<file path="config.mk">
export PLATFORM = sky130hd
export DESIGN_NAME = lsu_mem_stage
export DESIGN_NICKNAME = d
export VERILOG_FILES = /design/src/rtl/lsu_mem_stage.sv
export SDC_FILE = /design/constraint.sdc
export NUM_CORES = 1
export LEC_CHECK = 0
export CAP_MARGIN = 5
export CORE_MARGIN = 8
export CORE_UTILIZATION = 46
export CTS_CLUSTER_DIAMETER = 60
export CTS_CLUSTER_SIZE = 20
export DETAILED_ROUTE_END_ITERATION = 7
export PLACE_DENSITY = 0.92
export SYNTH_ARGS = -nofsm -noshare
export SYNTH_HDL_FRONTEND = slang
export SYNTH_SLANG_ARGS = --single-unit
</file>
<file path="constraint.sdc">
create_clock -name clk -period 2.65 [get_ports clk]
set_clock_uncertainty 0.15 [all_clocks]
set_input_delay 0.53 -clock clk [delete_from_list [all_inputs] [get_ports clk]]
set_output_delay 0.53 -clock clk [all_outputs]
set_load 0.005 [all_outputs]
</file>
<file path="src/rtl/lsu_mem_stage.sv">
// Memory-stage load/store unit: issues one doubleword bus access per op and returns an extended load result.
// Optional misaligned-access trap is enabled with LSU_MISALIGN_TRAP_EN.
module lsu_mem_stage #(
  parameter int ADDR_W = 64
) (
  input  logic              clk,
  input  logic              rst_n,
  input  logic              op_valid,
  output logic              op_ready,
  input  logic              mem_r_ena,
  input  logic              mem_w_ena,
  input  logic [7:0]        byte_enable,
  input  logic              mem_ext_un,
  input  logic [ADDR_W-1:0] addr,
  input  logic [63:0]       wdata,
  output logic              stall,
  output logic              done,
  output logic [63:0]       ld_data,
  output logic              misalign,
  output logic              bus_valid,
  input  logic              bus_ready,
  output logic [ADDR_W-1:0] bus_addr,
  output logic              bus_we,
  output logic [7:0]        bus_wstrb,
  output logic [63:0]       bus_wdata,
  input  logic              bus_rvalid,
  input  logic [63:0]       bus_rdata
);

  typedef enum logic [1:0] {IDLE, REQ, RESP, DONE} state_t;

  state_t              state_q, state_d;
  logic [2:0]          off_q;
  logic [1:0]          size_q, size_d;
  logic                ext_q, we_q;
  logic [ADDR_W-1:0]   addr_q;
  logic [7:0]          wstrb_q, strb_d;
  logic [63:0]         wdata_q, wdata_d, ld_q;
  logic                legal, accept;

  // Size is encoded as log2 of the access width in bytes.
  function automatic logic [63:0] extend_load(input logic [63:0] rd, input logic [2:0] off,
                                              input logic [1:0] sz, input logic zext);
    logic [63:0] sh;
    sh = rd >> {off, 3'b000};
    case (sz)
      2'd0:    extend_load = zext ? {56'd0, sh[7:0]}  : {{56{sh[7]}}, sh[7:0]};
      2'd1:    extend_load = zext ? {48'd0, sh[15:0]} : {{48{sh[15]}}, sh[15:0]};
      2'd2:    extend_load = zext ? {32'd0, sh[31:0]} : {{32{sh[31]}}, sh[31:0]};
      default: extend_load = sh;
    endcase
  endfunction

  always_comb begin
    legal  = 1'b1;
    size_d = 2'd0;
    case (byte_enable)
      8'h01:   size_d = 2'd0;
      8'h03:   size_d = 2'd1;
      8'h0F:   size_d = 2'd2;
      8'hFF:   size_d = 2'd3;
      default: legal  = 1'b0;
    endcase
  end

  assign accept  = (state_q == IDLE) & op_valid & (mem_r_ena | mem_w_ena) & legal;
  // Bytes shifted past the top of the doubleword fall off here.
  assign strb_d  = byte_enable << addr[2:0];
  assign wdata_d = wdata << {addr[2:0], 3'b000};

`ifdef LSU_MISALIGN_TRAP_EN
  logic mis_now, mis_q;

  function automatic logic is_misaligned(input logic [1:0] sz, input logic [2:0] off);
    case (sz)
      2'd1:    is_misaligned = off[0];
      2'd2:    is_misaligned = |off[1:0];
      2'd3:    is_misaligned = |off;
      default: is_misaligned = 1'b0;
    endcase
  endfunction

  assign mis_now  = is_misaligned(size_d, addr[2:0]);
  assign misalign = (state_q == DONE) & mis_q;

  always_ff @(posedge clk or negedge rst_n) begin
    if (!rst_n)      mis_q <= 1'b0;
    else if (accept) mis_q <= mis_now;
  end
`else
  assign misalign = 1'b0;
`endif

  always_comb begin
    state_d = state_q;
    case (state_q)
      IDLE: if (accept) begin
`ifdef LSU_MISALIGN_TRAP_EN
        state_d = mis_now ? DONE : REQ;
`else
        state_d = REQ;
`endif
      end
      REQ:     if (bus_ready) state_d = we_q ? DONE : RESP;
      RESP:    if (bus_rvalid) state_d = DONE;
      default: state_d = IDLE;
    endcase
  end

  always_ff @(posedge clk or negedge rst_n) begin
    if (!rst_n) begin
      state_q <= IDLE;
      off_q   <= 3'd0;
      size_q  <= 2'd0;
      ext_q   <= 1'b0;
      we_q    <= 1'b0;
      addr_q  <= '0;
      wstrb_q <= 8'h00;
      wdata_q <= 64'd0;
      ld_q    <= 64'd0;
    end else begin
      state_q <= state_d;
      if (accept) begin
        off_q   <= addr[2:0];
        size_q  <= size_d;
        ext_q   <= mem_ext_un;
        we_q    <= mem_w_ena;
        addr_q  <= {addr[ADDR_W-1:3], 3'b000};
        wstrb_q <= mem_w_ena ? strb_d  : 8'h00;
        wdata_q <= mem_w_ena ? wdata_d : 64'd0;
      end
      if (state_q == RESP && bus_rvalid)
        ld_q <= extend_load(bus_rdata, off_q, size_q, ext_q);
    end
  end

  assign op_ready  = (state_q == IDLE);
  assign bus_valid = (state_q == REQ);
  assign done      = (state_q == DONE);
  assign stall     = (state_q == REQ) | (state_q == RESP) | accept;
  assign bus_addr  = addr_q;
  assign bus_we    = we_q;
  assign bus_wstrb = wstrb_q;
  assign bus_wdata = wdata_q;
  assign ld_data   = ld_q;

endmodule
</file>
==> out/metrics.yaml <==
synth_top_area_share_pct: 44.0
drtPass1Iterations: 6
critPathMaxStageDelay_ns: 0.40
yosysTopAreaCell: "dfrtp_1"
crit_family: "simple AND/OR/NAND/NOR gates"
setup_tns_ns: 0
synth-edff-count: 0
cts.sinks: 206
crit_path_cell_trace: "dlygate4sd2_1, nor4_4, nand3_2, a21o_4, nand2b_1, dlygate4sd2_1"
setup.worst_path.end_class: "primary output"
dieArea_sq_um: 30800
area_delta_synth_final_pct: 46.2
drt-initial-drc-count: 1149
htree_levels: 1
critPathKind: "in -> out"
syn-cell-area_sq_um: 11700
antenna_found_initial: 1
vdd_drop_max_mv: 0.671
netlist_instances: 1135
drtAntennaViolNets: 0
grt_max_degree: 146
use_met3_pct: 7.34
rows: 58
synth.distinct_cells: 47
cp.required_ns: 1.97
gp_congestion: 0.979
setup_violations: 0
vias: 11081
crit_path_top_delay_cell: "nor4_4"
drc: 0
drv_cap: 0
grt_pass1_wl_um: 69900
netlist_top_cells_count: "dfrtp_1 (206), nand2_1 (183), mux2_2 (140), nor2_1 (98), o21ai_0 (76)"
dp_cells: 1845
wl_per_cell_um: 24.6
finalInstanceArea_sq_um: 17100
fin_cells: 1882
layout-drive-gt1-share_pct: 19.3
gr-usage-met2_pct: 49.0
cp_common_cell: "dlygate4sd2_1"
seq_area_frac_synth_pct: 44.0
cts-buffers-inserted: 19
hold_viol: 0
ys_ff_latch: 206
place_hpwl_um: 35900
slew_headroom_pct: 50.2
fillCellCount: 1908
grt-ovfl-total: 0
yosys_warnings: 0
die-height_um: 176
cts_tree: "built"
synth_area_leaders: "dfrtp_1 (44%), mux2_2 (13%), mux4_2 (7.7%)"
fin_ws_ns: 0.0691
nets: 1753
root_buffer: "clkbuf_16"
rsz0062_at_grt: "false"
start_kind: "primary input"
leakagePower_nw: 7.33
num_io_pins: 414
cts_max_path_buffers: 3
status: "completed"
top_usage_layer: "met2"
clk_latency_ns: 0.49
hold_ws_ns: 0.332
path_clk_slew_ns: 0.08
synth_most_common_cell: "dfrtp_1"
period_needed_ns: 2.58
grt_use_total_pct: 29.3
ys.flop_type: "dfrtp_1"
placed_area_sq_um: 16400
die_w_um: 176
io_buffers: 409
drv_slew: 0
grtUsageMet1_pct: 34.4
cp.arrival_ns: 1.90
crit_buf_inv: 2
wl_um: 46300
diodes: 0
vias_per_cell: 5.89
crit_path_max_fanout: 3
async_reset_ff_share_pct: 100
worstMarginPinSlew_ns: 0.747
start_util_pct: 46.6
fmax_mhz: 387
powerDensity_nw_per_um2: 688
hold_class: "reg -> reg"
avgSynthCellArea_sq_um: 10.3
placeableCoreArea_sq_um: 25100
dp_slack_ns: -0.441
grt_pass1_vias: 11442
fin_crit_sh_pct: 97.4
## tightest hold or removal path: stages (launching register included)
cell     delay (ns)
dfrtp_1        0.35
nand2_1        0.05
o21ai_0        0.06
## report_power, final
group | total [mW] | switching [mW] | leakage (nW) | internal, mW
clock | 2.81 | 1.32 | 0.300 | 1.50
combinational | 4.67 | 2.10 | 4.33 | 2.57
sequential | 4.30 | 0.481 | 2.70 | 3.81
total | 11.8 | 3.90 | 7.33 | 7.88
## cells in the final DEF, fill, tap and decap left out, drive strengths merged, types with 5 or more instances in the layout
cell and instances:
a21oi 62, a22oi 9, a2bb2oi 9, buf 74, clkbuf 23, clkdlybuf4s50 398
clkinv 5, dfrtp 206, dlygate4sd2 7, inv 10, mux2 140, mux2i 71
mux4 40, nand2 183, nand2b 9, nand3 5, nor2 98, nor2b 18
o211ai 20, o21a 7, o21ai 77, o22ai 11, o31ai 27
## logic make-up (layout without fill, tap and decap cells)
logic type	Yosys count	after routing	share of synthesized area [%]
and+or+nand+nor	331	331	11.9
muxes	251	251	27.2
AOI/OAI and AO/OA	235	235	12.3
DFF	206	206	44.0
buffers and inverters	107	521	4.14
adders and majority gates	4	4	0.428
other	1	4	0.0320
## registers in the layout, summed over array words and instances, names as in the netlist
name	cells
bus_wdata	64
state_q	2
bus_wstrb	8
ld_data	64
off_q	3
bus_addr	61
bus_we	1
size_q	2
ext_q	1
## final timing paths
check,start,endpoint,slack [ns],cells after the start
max,byte_enable[4],stall,0.07,6
min,bus_wdata[7],bus_wdata[7],0.33,2
max reg2reg,off_q[0],ld_data[60],0.12,7
min reg2reg,bus_wdata[7],bus_wdata[7],0.33,2
max in group asynchronous,rst_n,bus_wdata[46],1.19,3
min in group asynchronous,rst_n,ld_data[21],0.46,2
## stage by stage
step                utilization, %  total power [mW]
floorplan                        -              6.27
global placement              65.5              8.79
detailed placement            65.5              8.93
CTS                           68.1              11.8
global route                  68.2              12.3
finish                        68.2              11.8
## per-layer routing
layer / wire (um) / up-vias / part of all wire (%)
met1: 16600 / 5359 / 36
met4: 2620 / 2 / 5.7
met3: 4860 / 131 / 10
met5: 13 / - / 0.028
li1: - / 4848 / -
met2: 22200 / 741 / 48
## final cells by class
type / count / area, sq um / area share (%)
Multi-Input combinational cell: 825 / 6120 / 35.7
Sequential cell: 206 / 5160 / 30.1
Timing Repair Buffer: 482 / 4780 / 27.9
Clock buffer: 22 / 497 / 2.90
Tap cell: 330 / 413 / 2.41
Clock inverter: 10 / 125 / 0.731
Inverter: 7 / 26.3 / 0.153
## what timing repair did
action / 4_1_cts / 5_1_grt
pin swaps: 3 / 3
setup endpoints to repair: 1 / 1
hold buffers: 1 / 0
buffers inserted: 3 / 1
hold endpoints to repair: 56 / 0
gates resized for setup: 14 / 1
Note: power is estimated with default switching activity, not from simulation.
